`src/rtl/rr_multi_grant_sched.sv`:
```
// Registered round-robin scheduler: hands up to REQS free issue slots to WIDTH requesters
// per cycle, starting the scan at a rotating pointer so no requester starves.
module rr_multi_grant_sched #(
    parameter int WIDTH = 16,
    parameter int REQS  = 3,
    parameter int PTRW  = $clog2(WIDTH)
) (
    input  logic                    clock,
    input  logic                    reset,
    input  logic                    en,
    input  logic [WIDTH-1:0]        req,
    input  logic [REQS-1:0]         slot_free,
    output logic [WIDTH-1:0]        gnt,
    output logic [WIDTH*REQS-1:0]   gnt_bus,
    output logic [REQS-1:0]         gnt_valid,
    output logic [PTRW-1:0]         ptr
);

    logic [WIDTH-1:0]               rot_req;
    logic [WIDTH-1:0]               remain;
    logic [REQS-1:0][WIDTH-1:0]     rot_slice;
    logic [WIDTH*REQS-1:0]          bus_nxt;
    logic [WIDTH-1:0]               gnt_nxt;
    logic [REQS-1:0]                valid_nxt;
    logic [PTRW-1:0]                ptr_nxt;
    logic [PTRW-1:0]                last_pos;
    logic [PTRW-1:0]                ridx;
    logic                           any_gnt;
    logic                           found;
    int                             sum;

    always_comb begin
        rot_req   = '0;
        rot_slice = '0;
        bus_nxt   = '0;
        gnt_nxt   = '0;
        valid_nxt = '0;
        last_pos  = '0;
        any_gnt   = 1'b0;
        found     = 1'b0;
        sum       = 0;
        ridx      = '0;
        ptr_nxt   = ptr;

        // Rotated position j holds requester (ptr + j) mod WIDTH; wrap is explicit so
        // non-power-of-two widths rotate correctly.
        for (int j = 0; j < WIDTH; j++) begin
            sum = int'(ptr) + j;
            if (sum >= WIDTH)
                sum = sum - WIDTH;
            ridx = PTRW'(sum);
            rot_req[j] = req[ridx];
        end

        remain = rot_req;
        for (int s = 0; s < REQS; s++) begin
            found = 1'b0;
            if (slot_free[s]) begin
                for (int j = 0; j < WIDTH; j++) begin
                    if (!found && remain[j]) begin
                        found           = 1'b1;
                        remain[j]       = 1'b0;
                        rot_slice[s][j] = 1'b1;
                        valid_nxt[s]    = 1'b1;
                        last_pos        = PTRW'(j);
                        any_gnt         = 1'b1;
                    end
                end
            end
        end

        // Slots take winners in ascending rotated order, so last_pos is the last granted.
        for (int s = 0; s < REQS; s++) begin
            for (int j = 0; j < WIDTH; j++) begin
                sum = j - int'(ptr);
                if (sum < 0)
                    sum = sum + WIDTH;
                ridx = PTRW'(sum);
                bus_nxt[s*WIDTH + j] = rot_slice[s][ridx];
            end
            gnt_nxt = gnt_nxt | bus_nxt[s*WIDTH +: WIDTH];
        end

        sum = int'(ptr) + int'(last_pos) + 1;
        if (sum >= WIDTH)
            sum = sum - WIDTH;
        if (any_gnt)
            ptr_nxt = PTRW'(sum);
    end

    always_ff @(posedge clock or negedge reset) begin
        if (!reset) begin
            gnt       <= '0;
            gnt_bus   <= '0;
            gnt_valid <= '0;
            ptr       <= '0;
        end else if (en) begin
            gnt       <= gnt_nxt;
            gnt_bus   <= bus_nxt;
            gnt_valid <= valid_nxt;
            ptr       <= ptr_nxt;
        end else begin
            gnt       <= '0;
            gnt_bus   <= '0;
            gnt_valid <= '0;
        end
    end

endmodule

```
`config.mk`:
```
export PLATFORM = sky130hd
export DESIGN_NAME = rr_multi_grant_sched
export DESIGN_NICKNAME = d
export VERILOG_FILES = /design/src/rtl/rr_multi_grant_sched.sv
export SDC_FILE = /design/constraint.sdc
export NUM_CORES = 1
export LEC_CHECK = 0
export CAP_MARGIN = 20
export CORE_MARGIN = 1
export CORE_UTILIZATION = 30
export CTS_CLUSTER_SIZE = 20
export DETAILED_ROUTE_END_ITERATION = 10
export HOLD_SLACK_MARGIN = 0.15
export MAX_ROUTING_LAYER = met4
export SETUP_SLACK_MARGIN = 0.05
export SLEW_MARGIN = 20
export SYNTH_ARGS = -nofsm -noshare
export SYNTH_HDL_FRONTEND = slang
export SYNTH_SLANG_ARGS = --single-unit
```
`constraint.sdc`:
```
create_clock -name clock -period 15 [get_ports clock]
set_input_delay 1.5 -clock clock [delete_from_list [all_inputs] [get_ports clock]]
set_output_delay 1.5 -clock clock [all_outputs]
set_load 0.05 [all_outputs]
```
Word level (Yosys, flattened, before mapping)
Cells that the tools add are included.
{"block": "word_totals", "ff_bits": 71, "output_inout_bits": 71, "elab_cells": 694}
{"block": "classes", "addsub": 66, "order_cmp": 65, "muxes": 466, "bitwise_logic": 2, "reduce_logical": 91}
{"cell": "4-bit two-way mux", "count": 82}
{"cell": "1-bit two-way mux", "count": 312}
{"cell": "1-bit binary-select mux with 4-bit select", "count": 64}
{"cell": "4-bit by 5-bit < comparator with 1-bit output (second input constant)", "count": 32}
{"cell": "16-bit two-way mux", "count": 6}
{"cell": "5-bit by 1-bit < comparator with 1-bit output (second input constant)", "count": 16}
{"cell": "5-bit >= comparator (second input constant)", "count": 15}
{"cell": "4-bit by 1-bit subtractor with 4-bit output (second input constant)", "count": 17}
{"cell": "4-bit by 1-bit adder with 4-bit output (second input constant)", "count": 16}
{"cell": "48-bit two-way mux", "count": 1}
{"cell": "1-bit logical AND", "count": 45}
{"cell": "1-bit logical NOT", "count": 45}
{"cell": "4-bit by 4-bit adder with 5-bit output (second input constant)", "count": 8}
{"cell": "4-bit by 4-bit subtractor with 5-bit output (first input constant)", "count": 8}
{"cell": "16-bit OR", "count": 2}
{"cell": "4-bit by 3-bit adder with 5-bit output (second input constant)", "count": 4}
{"cell": "3-bit by 4-bit subtractor with 5-bit output (first input constant)", "count": 4}
{"cell": "4-bit by 2-bit adder with 5-bit output (second input constant)", "count": 2}
{"cell": "1-bit by 4-bit subtractor with 5-bit output (first input constant)", "count": 2}
{"cell": "2-bit by 4-bit subtractor with 5-bit output (first input constant)", "count": 2}
{"cell": "5-bit by 1-bit adder with 6-bit output (second input constant)", "count": 1}
{"cell": "6-bit by 5-bit >= comparator with 1-bit output (second input constant)", "count": 1}
{"cell": "4-bit by 1-bit adder with 5-bit output (second input constant)", "count": 1}
{"cell": "4-bit by 4-bit adder with 5-bit output", "count": 1}
{"cell": "3 further kinds", "count": 3}

Depth between registers and ports, before layout
{"block": "logic_depth", "word_depth": 194, "ltp_mapped": 32, "mapped_depth_nobuf": 22}

Worst setup path after synthesis
Ideal clock, no wire load.
{"block": "synth_path", "path_kind": "reg-to-reg", "start": "register ptr[0]", "end": "register ptr[3]", "setup_ns": 0.087, "arrival_time_ns": 6.880, "slack_ns": 8.033, "stages_incl_launch_ff": 28, "period_less_slack_ns": 6.967, "path_cell_list": "dfrtp_1 > buf_6 > buf_6 > buf_4 > clkinv_1 > clkbuf_1 > buf_1 > clkbuf_1 > ha_1 > clkbuf_1 > mux4_2 > mux4_2 > nor3_2 > nand2_2 > a2111oi_4 > nand2_4 > o211a_1 > buf_4 > nor4_2 > a2111oi_0 > o41a_1 > nor3_1 > ha_1 > a21o_1 > a21oi_1 > a21oi_1 > a211o_1 > o211ai_1"}
{"block": "synth_via", "elab_chain_cells": 104, "elab_cells_between_ends": 413}
{"element": "from (decl)", "line_no": "16", "text": "output logic [PTRW-1:0] ptr"}
{"element": "from (signal assigned)", "line_no": "101", "text": "ptr <= ptr_nxt;"}
{"element": "parallel branches: the longest is 104 deep, another holds 4-bit by 1-bit adder with 5-bit output"}
Several ways; the timed one is not identified. The select of a mux whose other input is x is not followed.
A chain may end at the register's enable or synchronous reset.

Worst setup path in the final report
{"block": "layout_path", "start": "register ptr[1]", "end": "register ptr[3]"}
The elaborated chain is that of the path after synthesis.

==> metrics <==
status=finished clean; layout cells sized above 1=13.53%; ANT nets after route=0; Post-Syn Instances=between 1000 and 1500; largest net degree at the start of global routing=a little under 60; initial antenna violation count=0; syn avg cell area=just over 8 µm²; Via density=approximately 6.4; IO buf count=just over 90; # resized after CTS=0; Seq/Total Area, Yosys=around a fifth; Worst Setup Start Kind=register; Max-cap violations=0; complex-gate fraction of the synthesized area=30.43%; final setup fails=0; xor/xnor share of the synthesized area=around 2.8%; worst hold-check path type=primary input to async pin; max_slew headroom=about 21%; Post-Synth Adder-Cell Area=about 1.8%; Reg clk slew, reported paths=approximately 70 ps; RSZ-0062 raised after global routing=no; worst skew pair latency=350 ps; vias in the first global route=approximately 9400; first-pass GRT wire length=58970 µm; detailed-route DRC error count=0; Clock Root Buffer=clkbuf_16; via count=about 10000; number of cells on the worst reg-to-reg path=23; fmax=about 120 MHz; Hold Vio Cnt, Final=0; NumNets Final=1218; Routed WL=38030 µm; Initial Util=30.76%; Die Area=roughly 0.031 mm²; critical path class=register to register; Main synth FF type=dfrtp_1; n_diodes=0; Top-Level Pins=slightly above 90; worst path required time=15270 ps; Yosys reg bits=71; synthesized cell area=a little over 0.009 mm²; TritonCTS clock tree=built; EDFF count, synth=0; Critical Path Sink Type=register; Clock Tree Buf Depth=2; Die W=approximately 180 µm; Arr. time, crit path=8500 ps; clk_skew=approximately 19 ps; reg-to-reg slack, setup=6770 ps; Critical R2R Launch=ptr[1]$_DFFE_PN0P_; clock sinks=between 70 and 80; grt total ovfl=0; Post-CTS Setup Bufs=0; simple-gate share of the synthesized area=around a quarter; Least-Margin Pin Slew=~1200 ps; Setup TNS Final=0 ps; Critical Path Fanout Max=54; First DRT Iteration DRCs=approximately 1200; WL/cell=approximately 24 µm; Die Span Y=177.0 µm; Yosys top cell area share=between 10% and 20%; pre-CTS setup slack=6646 ps; DP HPWL=roughly 29000 µm; Final Max Slew Viols=0; Yosys cell types=~110; Worst R2R End=ptr[3]$_DFFE_PN0P_; Area Growth Syn to Fin=16.62%; main combinational cell family by area after synthesis=compound AO/OA/AOI/OAI gates; mux cell area share after synthesis=16.09%; # hold bufs at CTS=0; Yosys top cell by area=dfrtp_1; fin crit share=between 50% and 60%; GP Congestion=1.010; commonest cells after routing, fill and taps aside=113 x nor2_1, 93 x nand2_1, 91 x clkdlybuf4s50_1; setup ws final=6769 ps; GRT Overall Usage=between 20 and 30%; yosys warns=0; synthesized net count=roughly 1200; most common cell after layout, fill and taps aside=nor2_1; Core ar.=0.02987 mm²; top post-synthesis cells by area=dfrtp_1 19%, mux4_2 6.4%, mux2i_1 5.8%; CTS buffer count=9; H-tree depth=3; First-pass DRT Iterations=6; Rows=63; Async S/R FF share, synth=between 90% and 100%; final critical-path required period=about 8200 ps
critical path, cell delays in order (launching register included):
cell	delay, ps
dfrtp_2	340
buf_4	530
inv_1	160
buf_4	290
ha_1	780
inv_1	550
nand3_1	230
nand4_1	510
nor2_4	660
nand3_1	570
a31oi_1	540
buf_2	290
nand2_4	130
o211a_1	450
nor4_2	280
a2111oi_0	160
o41a_1	160
nor3_1	180
ha_1	260
a21o_1	160
a21oi_1	330
a21oi_1	90
a211o_1	290
o211ai_1	150
how the worst max path moves through the flow:
stage / from / end / cells past startpoint / slack (ps)
after floorplan: ptr[0]$_DFFE_PN0P_ / ptr[3]$_DFFE_PN0P_ / 27 / 8030
after global placement: ptr[1]$_DFFE_PN0P_ / ptr[3]$_DFFE_PN0P_ / 22 / 6930
after detailed placement: ptr[1]$_DFFE_PN0P_ / ptr[3]$_DFFE_PN0P_ / 22 / 6650
after CTS: ptr[1]$_DFFE_PN0P_ / ptr[3]$_DFFE_PN0P_ / 22 / 6630
after global routing: ptr[1]$_DFFE_PN0P_ / ptr[3]$_DFFE_PN0P_ / 23 / 6140
final: ptr[1]$_DFFE_PN0P_ / ptr[3]$_DFFE_PN0P_ / 23 / 6770
cell usage after synthesis, types with 17 or more instances:
cell        n
a31oi_1    40
mux2i_1    53
clkbuf_1   61
nand3_1    52
a21oi_1    59
o21ai_0    54
mux4_2     26
dfrtp_1    71
a211oi_1   23
nor3_1     47
and3_1     17
a21o_1     17
and2_1     20
inv_1      25
nand2_1    93
mux2_2     21
nor2_1    113
stage by stage:
step                hold slack (ps)  util, %  cells  instance area [µm²]
finish                        987.8    35.88   1580                10720
global route                  991.5    35.88   1580                10720
CTS                           984.4    35.86   1579                10710
detailed placement             1010    34.90   1563                10430
global placement               1013    34.90   1563                10430
floorplan                      1175        -   1140                 9190
cells by family after synthesis:
group,Yosys count
buf+inv,112
compound gates,376
xor+xnor,25
simple gates,436
mux,107
fa+ha+maj,13
flops,71
routing by layer:
layer	share of wire (%)	vias to the layer above	global-route usage, %
met5	0	-	-
met4	4.5	0	11.28
met3	9.3	108	5.198
met2	45	566	39.32
met1	41	4867	31.99
li1	-	4528	-
sequential cells by signal, indices dropped and copies added (netlist names):
signal     flops
gnt_bus       48
gnt           16
ptr            4
gnt_valid      3
final cells by class:
cell class,instances,area (µm²)
Clock buffer,9,225.2
Clock inverter,7,61.31
Sequential cell,71,1780
Fill cell,3053,19160
Multi-Input combinational cell,957,6939
Inverter,26,97.59
Tap cell,390,488.0
Timing Repair Buffer,120,1126
Power is not shown: default switching activity piles up to over one toggle a cycle in this logic, so the estimate is an artifact.
